`src/rtl/axi4_arb_pkg.sv`:
```
// Shared types and constants for the AXI4 arbiters (read path now, write path later).
// Burst encodings live here so both paths and their benches agree on them.
package axi4_arb_pkg;

  typedef enum logic {
    IDLE  = 1'b0,
    ISSUE = 1'b1
  } ar_state_e;

  localparam logic [1:0] BURST_FIXED = 2'b00;
  localparam logic [1:0] BURST_INCR  = 2'b01;
  localparam logic [1:0] BURST_WRAP  = 2'b10;

  // Counters are wide enough for the largest supported outstanding limit (15).
  localparam int CNT_W = 4;

  // Index width, never zero so the prepended ID field always exists.
  function automatic int idx_width(input int n);
    return (n <= 2) ? 1 : $clog2(n);
  endfunction

endpackage

```
`src/rtl/axi4_rr_arbiter.sv`:
```
// Combinational round-robin picker: first asserted request at or after ptr_i, wrapping.
// Shared by the read- and write-path arbiters.
module axi4_rr_arbiter
  import axi4_arb_pkg::*;
#(
  parameter  int N     = 2,
  localparam int IDX_W = idx_width(N)
) (
  input  logic [N-1:0]     req_i,
  input  logic [IDX_W-1:0] ptr_i,
  output logic [N-1:0]     gnt_o,
  output logic [IDX_W-1:0] gnt_idx_o,
  output logic             gnt_valid_o
);

  localparam logic [IDX_W:0] N_W = (IDX_W + 1)'(N);

  logic [IDX_W:0] cand;
  logic           found;

  // The extra bit on cand lets the sum exceed N before folding back into range.
  always_comb begin
    gnt_o     = '0;
    gnt_idx_o = '0;
    found     = 1'b0;
    cand      = '0;
    for (int i = 0; i < N; i++) begin
      cand = {1'b0, ptr_i} + (IDX_W + 1)'(i);
      if (cand >= N_W) begin
        cand = cand - N_W;
      end
      if (!found && req_i[cand[IDX_W-1:0]]) begin
        found                    = 1'b1;
        gnt_o[cand[IDX_W-1:0]]   = 1'b1;
        gnt_idx_o                = cand[IDX_W-1:0];
      end
    end
    gnt_valid_o = found;
  end

endmodule

```
`src/rtl/axi4_rd_arbiter.sv`:
```
// Shares one AXI4 read path between N_INIT initiators: round-robin AR arbitration with
// the initiator index prepended to ARID, R beats routed back by the upper RID bits.
module axi4_rd_arbiter
  import axi4_arb_pkg::*;
#(
  parameter  int N_INIT          = 2,
  parameter  int ADDR_WIDTH      = 32,
  parameter  int DATA_WIDTH      = 64,
  parameter  int ID_WIDTH        = 4,
  parameter  int MAX_OUTSTANDING = 4,
  localparam int IDX_W           = idx_width(N_INIT),
  localparam int TID_W           = ID_WIDTH + IDX_W
) (
  input  logic                         clock,
  input  logic                         reset,
  // initiator side
  input  logic [N_INIT-1:0]            i_ARVALID,
  output logic [N_INIT-1:0]            i_ARREADY,
  input  logic [N_INIT*ADDR_WIDTH-1:0] i_ARADDR,
  input  logic [N_INIT*ID_WIDTH-1:0]   i_ARID,
  input  logic [N_INIT*8-1:0]          i_ARLEN,
  input  logic [N_INIT*3-1:0]          i_ARSIZE,
  input  logic [N_INIT*2-1:0]          i_ARBURST,
  output logic [N_INIT-1:0]            i_RVALID,
  input  logic [N_INIT-1:0]            i_RREADY,
  output logic [ID_WIDTH-1:0]          i_RID,
  output logic [DATA_WIDTH-1:0]        i_RDATA,
  output logic [1:0]                   i_RRESP,
  output logic                         i_RLAST,
  // target side
  output logic                         o_ARVALID,
  input  logic                         o_ARREADY,
  output logic [ADDR_WIDTH-1:0]        o_ARADDR,
  output logic [TID_W-1:0]             o_ARID,
  output logic [7:0]                   o_ARLEN,
  output logic [2:0]                   o_ARSIZE,
  output logic [1:0]                   o_ARBURST,
  input  logic                         o_RVALID,
  output logic                         o_RREADY,
  input  logic [TID_W-1:0]             o_RID,
  input  logic [DATA_WIDTH-1:0]        o_RDATA,
  input  logic [1:0]                   o_RRESP,
  input  logic                         o_RLAST,
  output logic                         rid_err
);

  localparam logic [CNT_W-1:0] MAX_CNT  = CNT_W'(MAX_OUTSTANDING);
  localparam logic [IDX_W-1:0] LAST_IDX = IDX_W'(N_INIT - 1);

  ar_state_e              state_q;
  logic [IDX_W-1:0]       grantIdx_q;
  logic [IDX_W-1:0]       rrPtr_q;
  logic                   arValid_q;
  logic [ADDR_WIDTH-1:0]  arAddr_q;
  logic [TID_W-1:0]       arId_q;
  logic [7:0]             arLen_q;
  logic [2:0]             arSize_q;
  logic [1:0]             arBurst_q;
  logic [CNT_W-1:0]       cnt_q [N_INIT];
  logic [CNT_W-1:0]       cnt_d [N_INIT];
  logic                   ridErr_q;
  logic                   ridErr_d;

  logic [N_INIT-1:0]      eligible;
  logic [N_INIT-1:0]      gnt;
  logic [IDX_W-1:0]       gntIdx;
  logic                   gntValid;
  logic [ADDR_WIDTH-1:0]  selAddr;
  logic [ID_WIDTH-1:0]    selId;
  logic [7:0]             selLen;
  logic [2:0]             selSize;
  logic [1:0]             selBurst;

  logic [IDX_W-1:0]       ridIdx;
  logic                   ridHit;
  logic                   rHs;
  logic [N_INIT-1:0]      arInc;
  logic [N_INIT-1:0]      rDec;

  // Requests only compete while idle and below their in-flight limit.
  always_comb begin
    eligible = '0;
    for (int k = 0; k < N_INIT; k++) begin
      eligible[k] = i_ARVALID[k] && (cnt_q[k] < MAX_CNT) && (state_q == IDLE) && !reset;
    end
  end

  axi4_rr_arbiter #(
    .N (N_INIT)
  ) u_rr (
    .req_i       (eligible),
    .ptr_i       (rrPtr_q),
    .gnt_o       (gnt),
    .gnt_idx_o   (gntIdx),
    .gnt_valid_o (gntValid)
  );

  assign i_ARREADY = gnt;

  always_comb begin
    selAddr  = '0;
    selId    = '0;
    selLen   = '0;
    selSize  = '0;
    selBurst = '0;
    for (int k = 0; k < N_INIT; k++) begin
      if (gnt[k]) begin
        selAddr  = i_ARADDR[k*ADDR_WIDTH +: ADDR_WIDTH];
        selId    = i_ARID[k*ID_WIDTH +: ID_WIDTH];
        selLen   = i_ARLEN[k*8 +: 8];
        selSize  = i_ARSIZE[k*3 +: 3];
        selBurst = i_ARBURST[k*2 +: 2];
      end
    end
  end

  // R routing is purely combinational; unknown indices are swallowed by the target ready.
  assign ridIdx = o_RID[TID_W-1 -: IDX_W];

  always_comb begin
    i_RVALID = '0;
    o_RREADY = 1'b1;
    ridHit   = 1'b0;
    for (int k = 0; k < N_INIT; k++) begin
      if (ridIdx == IDX_W'(k)) begin
        ridHit      = 1'b1;
        i_RVALID[k] = o_RVALID;
        o_RREADY    = i_RREADY[k];
      end
    end
  end

  assign i_RID   = o_RID[ID_WIDTH-1:0];
  assign i_RDATA = o_RDATA;
  assign i_RRESP = o_RRESP;
  assign i_RLAST = o_RLAST;

  // A burst completing on an idle counter is a target error; the counter must not wrap.
  always_comb begin
    ridErr_d = ridErr_q;
    rHs      = o_RVALID && o_RREADY;
    arInc    = '0;
    rDec     = '0;
    if (rHs && !ridHit) begin
      ridErr_d = 1'b1;
    end
    for (int k = 0; k < N_INIT; k++) begin
      arInc[k] = (state_q == ISSUE) && o_ARREADY && (grantIdx_q == IDX_W'(k));
      rDec[k]  = rHs && o_RLAST && ridHit && (ridIdx == IDX_W'(k));
      cnt_d[k] = cnt_q[k];
      if (rDec[k] && (cnt_q[k] == '0)) begin
        ridErr_d = 1'b1;
        if (arInc[k]) begin
          cnt_d[k] = cnt_q[k] + CNT_W'(1);
        end
      end else if (arInc[k] && !rDec[k]) begin
        cnt_d[k] = cnt_q[k] + CNT_W'(1);
      end else if (rDec[k] && !arInc[k]) begin
        cnt_d[k] = cnt_q[k] - CNT_W'(1);
      end
    end
  end

  always_ff @(posedge clock) begin
    if (reset) begin
      state_q    <= IDLE;
      grantIdx_q <= '0;
      rrPtr_q    <= '0;
      arValid_q  <= 1'b0;
      arAddr_q   <= '0;
      arId_q     <= '0;
      arLen_q    <= '0;
      arSize_q   <= '0;
      arBurst_q  <= '0;
      ridErr_q   <= 1'b0;
      for (int k = 0; k < N_INIT; k++) begin
        cnt_q[k] <= '0;
      end
    end else begin
      ridErr_q <= ridErr_d;
      for (int k = 0; k < N_INIT; k++) begin
        cnt_q[k] <= cnt_d[k];
      end
      case (state_q)
        IDLE: begin
          if (gntValid) begin
            state_q    <= ISSUE;
            arValid_q  <= 1'b1;
            grantIdx_q <= gntIdx;
            arAddr_q   <= selAddr;
            arId_q     <= {gntIdx, selId};
            arLen_q    <= selLen;
            arSize_q   <= selSize;
            arBurst_q  <= selBurst;
          end
        end
        ISSUE: begin
          if (o_ARREADY) begin
            state_q   <= IDLE;
            arValid_q <= 1'b0;
            rrPtr_q   <= (grantIdx_q == LAST_IDX) ? '0 : grantIdx_q + IDX_W'(1);
          end
        end
        default: begin
          state_q   <= IDLE;
          arValid_q <= 1'b0;
        end
      endcase
    end
  end

  assign o_ARVALID = arValid_q;
  assign o_ARADDR  = arAddr_q;
  assign o_ARID    = arId_q;
  assign o_ARLEN   = arLen_q;
  assign o_ARSIZE  = arSize_q;
  assign o_ARBURST = arBurst_q;
  assign rid_err   = ridErr_q;

endmodule

```
`config.mk`:
```
export PLATFORM = sky130hd
export DESIGN_NAME = axi4_rd_arbiter
export DESIGN_NICKNAME = d
export VERILOG_FILES = /design/src/rtl/axi4_arb_pkg.sv /design/src/rtl/axi4_rr_arbiter.sv /design/src/rtl/axi4_rd_arbiter.sv
export SDC_FILE = /design/constraint.sdc
export NUM_CORES = 1
export LEC_CHECK = 0
export ABC_AREA = 1
export ABC_CLOCK_PERIOD_IN_PS = 2500
export CAP_MARGIN = 30
export CORE_MARGIN = 5
export CORE_UTILIZATION = 39
export CTS_CLUSTER_SIZE = 40
export DETAILED_ROUTE_END_ITERATION = 7
export GPL_ROUTABILITY_DRIVEN = 0
export MAX_ROUTING_LAYER = met4
export PLACE_DENSITY = 0.87
export SYNTH_ARGS = -nofsm -noshare
export SYNTH_HDL_FRONTEND = slang
export SYNTH_SLANG_ARGS = --single-unit
```
`constraint.sdc`:
```
create_clock -name clock -period 2.5 [get_ports clock]
set_clock_uncertainty 0.2 [all_clocks]
set_input_delay 0.25 -clock clock [delete_from_list [all_inputs] [get_ports clock]]
set_output_delay 0.25 -clock clock [all_outputs]
set_load 0.1 [all_outputs]
```
# Word-level counts from Yosys, hierarchy flattened
# Memories as Yosys holds them, arrays and structs flattened.
# Cells that the tools add are included.
# W data, S select, Z words.
word_totals:
  register_bits: 55
  mem_bits_ro: 0
  latch_bits: 0
  n_memories: 1
  input_bits: 178
  ram_bits: 8
op_classes:
  n_bitwise: 6
  mux: 51
  order_cmp: 8
  n_addsub: 8
  multipliers: 0
  shift: 0
  n_eq_ne: 2
  div_mod_pow: 0
  n_reduce_logical: 34
mem_list:
  columns: ["memory", "words", "word_bits", "read_ports", "rd_ports_with_merged_regs", "wr", "line", "source"]
  rows:
  - ["cnt_q", 2, 4, 2, 0, 2, "axi4_rd_arbiter.sv:59", "logic [CNT_W-1:0] cnt_q [N_INIT];"]
op_table:
  columns: ["op", "count"]
  rows:
  - ["$mux W32", 2]
  - ["$mux W4", 12]
  - ["$mux W1", 25]
  - ["$logic_and A1 B1 Y1", 22]
  - ["$mux W8", 2]
  - ["$add A4 B1 Y4 const B", 2]
  - ["$logic_not A4 Y1", 2]
  - ["$lt A4 B3 Y1 const B", 2]
  - ["$mux W2", 4]
  - ["$sub A4 B1 Y4 const B", 2]
  - ["$logic_not A1 Y1", 6]
  - ["$mux W3", 2]
  - ["$reduce_and A2 Y1", 3]
  - ["$lt A1 B2 Y1 const B", 2]
  - ["$ne A2 B2 Y1 const B", 2]
  - ["$pmux W1 S2", 2]
  - ["$not A1 Y1", 3]
  - ["$add A1 B1 Y2 const B", 1]
  - ["$demux W1 S1", 2]
  - ["$ge A1 B1 Y1 const B", 2]
  - ["$ge A1 B2 Y1 const B", 1]
  - ["$ge A2 B2 Y1 const B", 1]
  - ["$or A1 B1 Y1", 2]
  - ["$or A2 B2 Y2", 1]
  - ["other kinds (3)", 4]

# Depth between registers and ports, before layout
# An unclocked memory read counts as a cell.
logic_depth:
  depth_word: 13
  mapped_depth: 10
  depth_no_buf: 9

# Modules after synthesis
# From an unflattened synthesis, not the netlist that was laid out.
unflattened:
  cells_unflattened: 503
  area_unflattened_um2: 3572.2
by_module_without_submodules:
  columns: ["module", "cells_per_inst", "instances", "area_each_um2", "seq_area_each_um2"]
  rows:
  - ["axi4_rd_arbiter", 496, 1, 3542.1, 1241.2]
  - ["axi4_rr_arbiter", 7, 1, 30.0, 0.0]

# Least setup slack after synthesis
# OpenSTA, ideal clock, no wires.
synth_path:
  path_type: "reg2out"
  from: "memory cnt_q[0][2]"
  to: "output port i_ARREADY[0]"
  setup_slack_ps: -412
  t_arrival_ps: 2462
  required_ps: 2050
  path_stages_with_launch: 6
  cell_sequence: "dfxtp_1 > buf_6 > nor3b_4 > nand3_4 > clkbuf_1 > a21oi_1"
synth_lines:
  columns: ["item", "line", "source"]
  rows:
  - ["start: declaration", "axi4_rd_arbiter.sv:59", null]
  - ["end: declaration", "axi4_rd_arbiter.sv:18", "output logic [N_INIT-1:0] i_ARREADY,"]

==> impl_metrics.tcl <==
set metrics [dict create \
    outcome "finished, final reports clean" \
    worstSetupPathType "register to primary output" \
    p_leak_nw 2.91 \
    antenna_found_initial 0 \
    synth_nets 791 \
    required_ns 2.05 \
    hold_depth 0 \
    rows 39 \
    insertion_delay_ns 0.32 \
    via_per_inst 4.97 \
    synth-edff-count 0 \
    grt.total_usage_pct 17.9 \
    cap_violations 0 \
    hold_viol 0 \
    wire_per_inst_um 14.8 \
    ant_nets 0 \
    portBuffers 165 \
    powerDensity_nw_per_um2 693 \
    die_h_um 118 \
    area_growth_pct 28.1 \
    die_area_um2 13900 \
    clk_pin_slew_worst_paths_ns 0.05 \
    cts_tree "done" \
    start_kind "register" \
    n_antenna_cell 0 \
    seqCellArea_um2 1240 \
    crit_chain "nor3b_4 -> nand3_4 -> clkinv_8 -> nand2_2 -> inv_2 -> buf_12" \
    wirelength_um 12400 \
    critPathSlowestCell "dfxtp_1" \
    place_ws_ns 0.298 \
    cts_inserted_buffers 9 \
    crit_buf_inv 3 \
    multiInputGateArea_um2 2120 \
    overflow 0 \
    hpwl_um 9080 \
    worstMarginPinSlew_ns 0.573 \
    postCtsHoldBufs 0 \
    fin_ws_ns 0.293 \
    netlist_instances 607 \
    core_area_um2 11400 \
    final_cell_mix "nand3_1, clkdlybuf4s50_1, nand2_1" \
    met2_usage_pct 29.4 \
    min_period_ns 2.21 \
    initial_core_util_pct 39.8 \
    synth.distinct_cells 27 \
    relSlewSlack_pct 61.8 \
    initialDrtViolationCount 198 \
    switching_share_pct 39.4 \
    fill_cells 1086 \
    end_kind "primary output" \
    synth-seq-cells 62 \
    peakVddDrop_mv 0.360 \
    p_sw_w 0.00159 \
    final_net_count 871 \
    setup_violations 0 \
    post_cts_buffers 0 \
    clkPwrFrac_pct 31.8 \
    grt_pass1_vias 4021 \
    clockBufferDepth 2 \
    r2r_cells 8 \
    synth_area_um2 4540 \
    dr.pass1.iters 5 \
    synthArstFlopShare_pct 0 \
    yosysWarningCount 0 \
    root_buffer "clkbuf_16" \
    dieWidth_um 118 \
    vias 4142 \
    final_area_um2 5820 \
    htreeDepth 3 \
    slowest_delay_ns 0.41 \
    syn_area_per_cell_um2 7.49 \
    synth_flop_cell "dfxtp_1" \
    cts.repair.resized 0 \
    min_path_type "input pin to primary output" \
    max_freq_ghz 0.453 \
    p_seq_share_pct 28.9 \
    pwr-share-comb_pct 39.2 \
    postPlaceCellArea_um2 5520 \
    rsz0062_at_grt "no" \
    crit_arrival_ns 1.76 \
    use_met3_pct 6.30 \
    top_usage_layer "met2" \
    ys_seq_area_share_pct 27.3 \
    cts.sinks 62 \
    cp_num_cells 6 \
    met1_usage_pct 20.5 \
    io_pins 306 \
    drv_slew 0 \
    grt_max_degree 50 \
    final_common_cell "nand3_1" \
    critPathMaxFanout 33 \
    post-route-period-util_pct 88.3 \
    drc 0 \
    grt_pass1_wl_um 20200 \
    p_int_w 0.00245 \
    fin_tns_setup_ns 0 \
    cp_top_family "simple AND/OR/NAND/NOR gates" \
    drive_gt1_share_pct 23.9 \
]
cell type report:
type / count / share of cell area, %
Inverter: 78 / 5.26
Sequential cell: 62 / 21.3
Multi-Input combinational cell: 357 / 36.4
Timing Repair Buffer: 179 / 28.7
Clock inverter: 5 / 1.29
Tap cell: 143 / 3.07
Clock buffer: 10 / 3.93
registers in the layout, summed over array words and instances, names as in the netlist:
name,cells
o_ARADDR,32
cnt_q,8
o_ARLEN,8
o_ARID,4
o_ARSIZE,3
o_ARBURST,2
grantIdx_q,1
o_ARVALID,1
rid_err,1
rrPtr_q,1
state_q,1
synth_stat cells, types with 2 or more instances:
master,instances,area share (%)
o21ai_0,6,0.66
inv_2,2,0.17
a21oi_1,8,0.88
buf_1,3,0.25
nand2_1,94,7.8
buf_6,12,3.0
inv_1,74,6.1
ha_1,6,1.7
buf_12,5,2.2
nand2_2,2,0.28
clkbuf_1,6,0.50
nand3_2,67,15
buf_2,6,0.66
dfxtp_1,62,27
nand4_1,3,0.41
nor3b_4,2,0.83
nand3_1,141,16
nand3_4,2,0.77
buf_4,78,13
nor2_1,17,1.4
o211ai_1,2,0.33
xor2_1,4,0.77
path summary, 6_finish.rpt:
check,slack (ns),end,from
min reg2reg,0.31,rid_err$_SDFFE_PP0P_,rid_err$_SDFFE_PP0P_
max reg2reg,0.59,o_ARID[0]$_SDFFE_PP0P_,cnt_q[0][6]$_SDFFE_PP0P_
max,0.29,i_ARREADY[1],cnt_q[0][6]$_SDFFE_PP0P_
min,0.30,i_RDATA[11],o_RDATA[11]
power groups by stage:
stage	clock network, W	registers, W	logic, W
finish	0.00128	0.00117	0.00158
floorplan	0	0.00168	0.00121
global route	0.00137	0.00118	0.00170
CTS	0.00133	0.00117	0.00160
global placement	0	0.00118	0.00157
detailed placement	0	0.00119	0.00159
logic make-up (layout without fill, tap and decap cells):
group                    count (synthesis)  after routing  share of synthesized area [%]
AND/OR/NAND/NOR                        328            328                           41.7
buffers and inverters                  188            272                           26.2
flip-flops                              62             62                           27.3
AO/OA/AOI/OAI                           19             19                           2.31
adder cells (fa/ha/maj)                  6              6                           1.65
XOR/XNOR                                 4              4                          0.771
routing by layer:
layer / share of wire (%) / vias to the layer above
met4: 1.8 / 0
met5: 0 / -
met2: 48 / 157
met3: 8.2 / 26
met1: 42 / 1911
li1: - / 2048
through the flow:
stage	std cells	utilization (%)	hold WS [ns]	total power (W)
floorplan	607	-	0.119	0.00289
global placement	819	48.3	0.280	0.00276
detailed placement	819	48.3	0.301	0.00278
CTS	834	51.0	0.301	0.00409
global route	834	51.0	0.300	0.00425
finish	834	51.0	0.300	0.00403
Power figures use the tool's default switching activity.
==> variant 1, RTL diff (same flow settings) <==
The parameter `ADDR_WIDTH` goes from 32 to 48.
--- a/src/rtl/axi4_rd_arbiter.sv
+++ b/src/rtl/axi4_rd_arbiter.sv
@@ -4,7 +4,7 @@
   import axi4_arb_pkg::*;
 #(
   parameter  int N_INIT          = 2,
-  parameter  int ADDR_WIDTH      = 32,
+  parameter  int ADDR_WIDTH      = 48,
   parameter  int DATA_WIDTH      = 64,
   parameter  int ID_WIDTH        = 4,
   parameter  int MAX_OUTSTANDING = 4,
Interface: changed (resized i_ARADDR and o_ARADDR); port bits go from 306 to 354. The function was not compared with the original's and may differ.
==> variant 1 against the unedited design <==
- sequential cell count is 16 higher
- total power is 12% higher
- utilization is 4.0 points higher
- worst hold slack worse by 0.011 ns
- synthesized cell count is 20% higher
- design area is 14% higher
- wire length is 32% higher
- die area is 6.5% higher
- synthesized area is 7.2% higher
- worst setup slack better by 0.14 ns
- final cell count is 22% higher
- combinational power is 17% higher
==> variant 1: results (changes against the unedited design) <==
track_usage: 0.211  # was 0.179
relSlewSlack: 0.461  # was 0.618
seqPwrFrac: 0.321  # was 0.289
vias: 5175  # was 4142
drt-initial-drc-count: 394  # was 198
synth_nets: 947  # was 791
place_ws_ns: 0.304  # was 0.298 ns
ys_seq_area_frac: 0.321  # was 0.273
critPathArrivalTime_ns: 1.62  # was 1.76 ns
r2r-end: "o_ARADDR[25]"  # was o_ARID[0]
largest_reg_flops: 48  # was 32
min_path_type: "reg -> reg"  # was in -> out
grt_max_degree: 73  # was 50
met3WireLength_um: 1690  # was 1020 um
portBuffers: 213  # was 165
peakVddDrop_mv: 0.309  # was 0.360 mV
synth_cell_types: 22  # was 27
powerComb_mw: 1.85  # was 1.58 mW
wire_per_inst_um: 16.1  # was 14.8 um
leakage_nw: 3.40  # was 2.91 nW
synth_xor_area_frac: 0.0108  # was 0.00771
fin_nets: 1060  # was 871
use_met3: 0.0669  # was 0.0630
grt_pass1_wl_um: 24100  # was 20200 um
use_met2: 0.344  # was 0.294
synth_fa_ha_area_frac: 0.0154  # was 0.0165
synth_area_leaders: "dfxtp_1 32%, nand3_1 28%, buf_4 13%, nand2_1 8.7%, inv_1 6.9%"  # was dfxtp_1 27%, nand3_1 16%, nand3_2 15%, buf_4 13%, nand2_1 7.8%
run_status: "finished clean"  # unchanged
whs_path_depth: 2  # was 0
dr_wl_met2_um: 7950  # was 5960 um
==> variant 1: kinds of logic (layout without fill, tap and decap cells) <==
logic type | count (synthesis) | count (layout)
buffers and inverters | 216 | 333
flip-flops | 78 | 78
XOR/XNOR | 6 | 6
AND/OR/NAND/NOR | 407 | 407
AO/OA/AOI/OAI | 18 | 18
adder cells (fa/ha/maj) | 6 | 6
==> variant 1: worst max-delay path: cells and delay by family (launching register included) <==
family / cells / cell delay (ns)
simple gates: 4 / 0.60
flops: 1 / 0.39
buf+inv: 2 / 0.29
==> variant 1: stage by stage <==
step | cell area [um2] | instances | hold WS [ns]
3_3_place_gp | 6400 | 1001 | 0.265
6_report | 6670 | 1016 | 0.290
5_1_grt | 6670 | 1016 | 0.300
2_1_floorplan | 4870 | 731 | 0.246
3_5_place_dp | 6400 | 1001 | 0.283
4_1_cts | 6670 | 1016 | 0.292
==> variant 1: area by class of cell <==
| class | count | area, um2 |
|---|---|---|
| fillers | 1136 | 5450 |
| well taps | 168 | 210 |
| repair buffers | 227 | 2140 |
| clock inverters | 1 | 5.00 |
| inverters | 91 | 342 |
| multi-input cells | 437 | 2140 |
| flip-flops and latches | 78 | 1560 |
| clock buffers | 14 | 264 |
==> variant 1: worst max path at each step <==
stage	from	cells after the start	slack, ns	end
floorplan	cnt_q[0][2]	5	0.22	i_ARREADY[0]
global placement	i_ARVALID[0]	9	0.35	o_ARADDR[29]
detailed placement	i_ARVALID[0]	9	0.30	o_ARADDR[25]
CTS	cnt_q[0][6]	6	0.40	i_ARREADY[1]
global route	cnt_q[0][6]	6	0.31	i_ARREADY[1]
finish	cnt_q[0][6]	6	0.43	i_ARREADY[1]
==> variant 2, RTL diff (same flow settings) <==
Made on the original files. Put one more register stage on the output `rid_err`. The value now appears one clock later. The other outputs are not delayed to match.
--- a/src/rtl/axi4_rd_arbiter.sv
+++ b/src/rtl/axi4_rd_arbiter.sv
@@ -215,7 +215,9 @@
   assign o_ARLEN   = arLen_q;
   assign o_ARSIZE  = arSize_q;
   assign o_ARBURST = arBurst_q;
-  assign rid_err   = ridErr_q;
+  always_ff @(posedge clock) begin
+    rid_err <= ridErr_q;
+  end
 
 endmodule
 
Function: changed (Yosys sat finds a counterexample within 4 cycles, from zero or initial values and one cycle with reset high).
==> variant 2 against the unedited design <==
- clock power is 5% lower
- critical path type unchanged
- sequential share of layout area increased by 0.34 points
- wire length grew 3.6%
- critical endpoint unchanged
- sequential cell count rose by 1
- total power shrank 0.96%
- design area did not move
- synthesized area increased by 0.44%
- worst setup slack lost 0.037 ns
==> variant 2: results (changes against the unedited design) <==
rrSetupSlack_ns: 0.57  # was 0.59 ns
leakage_nw: 2.91  # about the same
largest_reg_flops: 32  # unchanged
critPathSlowestCell: "dfxtp_1"  # unchanged
dr_wl_met2_um: 6280  # was 5960 um
cts.htree.levels: 3  # unchanged
drt-met1-wl_um: 5100  # was 5180 um
synth_cell_types: 27  # unchanged
drt-initial-drc-count: 217  # was 198
peakVddDrop_mv: 0.352  # was 0.360 mV
slowest_delay_ns: 0.42
clock-root-buffer: "clkbuf_16"  # unchanged
run_status: "finished clean"  # unchanged
grt_antenna_before_repair: 0  # unchanged
cts_buffer_depth: 2  # unchanged
synth_flop_cell: "dfxtp_1"  # unchanged
place_ws_ns: 0.293  # was 0.298 ns
cts_setup_buffers: 0  # unchanged
whs_path_depth: 0  # unchanged
synth_area_leaders: "dfxtp_1 28%, nand3_1 15%, nand3_2 15%, buf_4 13%, nand2_1 7.7%"  # was dfxtp_1 27%, nand3_1 16%, nand3_2 15%, buf_4 13%, nand2_1 7.8%
grt_pass1_vias: 4260  # was 4021
firstDrtPassIters: 5  # unchanged
fin_nets: 871  # unchanged
yosys_warnings: 0  # unchanged
min_path_type: "reg -> reg"  # was in -> out
numCtsBuffers: 9  # unchanged
reg2reg_depth: 8  # unchanged
hpwl_um: 9290  # was 9080 um
relSlewSlack: 0.614  # was 0.618
portBuffers: 165  # unchanged
grt_pass1_wl_um: 20700  # was 20200 um
worstHoldStart: "ridErr_q"  # was o_RDATA[11]
wire_per_inst_um: 15.4  # was 14.8 um
r2r-end: "o_ARADDR[0]"  # was o_ARID[0]
synth_nets: 792  # was 791
whs_endpoint: "rid_err"  # was i_RDATA[11]
drive_above_1_share: 0.237  # was 0.239
ys_seq_area_frac: 0.276  # was 0.273
viasPerCell: 5.02  # was 4.97
highest_layer: "met4"  # unchanged
fmax_ghz: 0.446  # was 0.453 GHz
n_antenna_cell: 0  # unchanged
track_usage: 0.184  # was 0.179
met3WireLength_um: 1060  # was 1020 um
==> variant 2: cell types whose count changed after synthesis, sizes merged <==
| cell | change |
|---|---|
| dfxtp | +1 |
==> variant 2: layout make-up <==
| cell class | instances | area, um2 |
|---|---|---|
| Clock buffer | 12 | 246 |
| Tap cell | 143 | 179 |
| Fill cell | 1110 | 5640 |
| Inverter | 78 | 307 |
| Multi-Input combinational cell | 357 | 2120 |
| Timing Repair Buffer | 178 | 1670 |
| Clock inverter | 4 | 45.0 |
| Sequential cell | 63 | 1260 |
==> variant 2: report_power, final <==
group          internal [mW]  switching [mW]
clock network          0.794           0.428
logic                  0.498            1.09
registers               1.10          0.0791
==> variant 2: kinds of logic after synthesis <==
group	after synthesis	synth area share
simple gates	328	0.416
buf+inv	188	0.261
flops	63	0.276
compound gates	19	0.0230
fa+ha+maj	6	0.0164
xor+xnor	4	0.00767
==> variant 2: routing by layer <==
layer	vias to the layer above	GRT usage
met3	33	0.0669
li1	2048	-
met4	0	0.0731
met2	186	0.305
met1	1928	0.199
met5	-	-
==> variant 2: per-stage QoR <==
step | instance area [um2] | hold slack, ns | instances | utilization | power [mW]
final | 5820 | 0.159 | 835 | 0.508 | 4.00
after global routing | 5820 | 0.176 | 835 | 0.508 | 4.21
after CTS | 5820 | 0.162 | 835 | 0.508 | 4.05
after detailed placement | 5530 | 0.152 | 819 | 0.482 | 2.80
after global placement | 5530 | 0.142 | 819 | 0.482 | 2.77
after floorplan | 4570 | 0.119 | 608 | - | 2.91
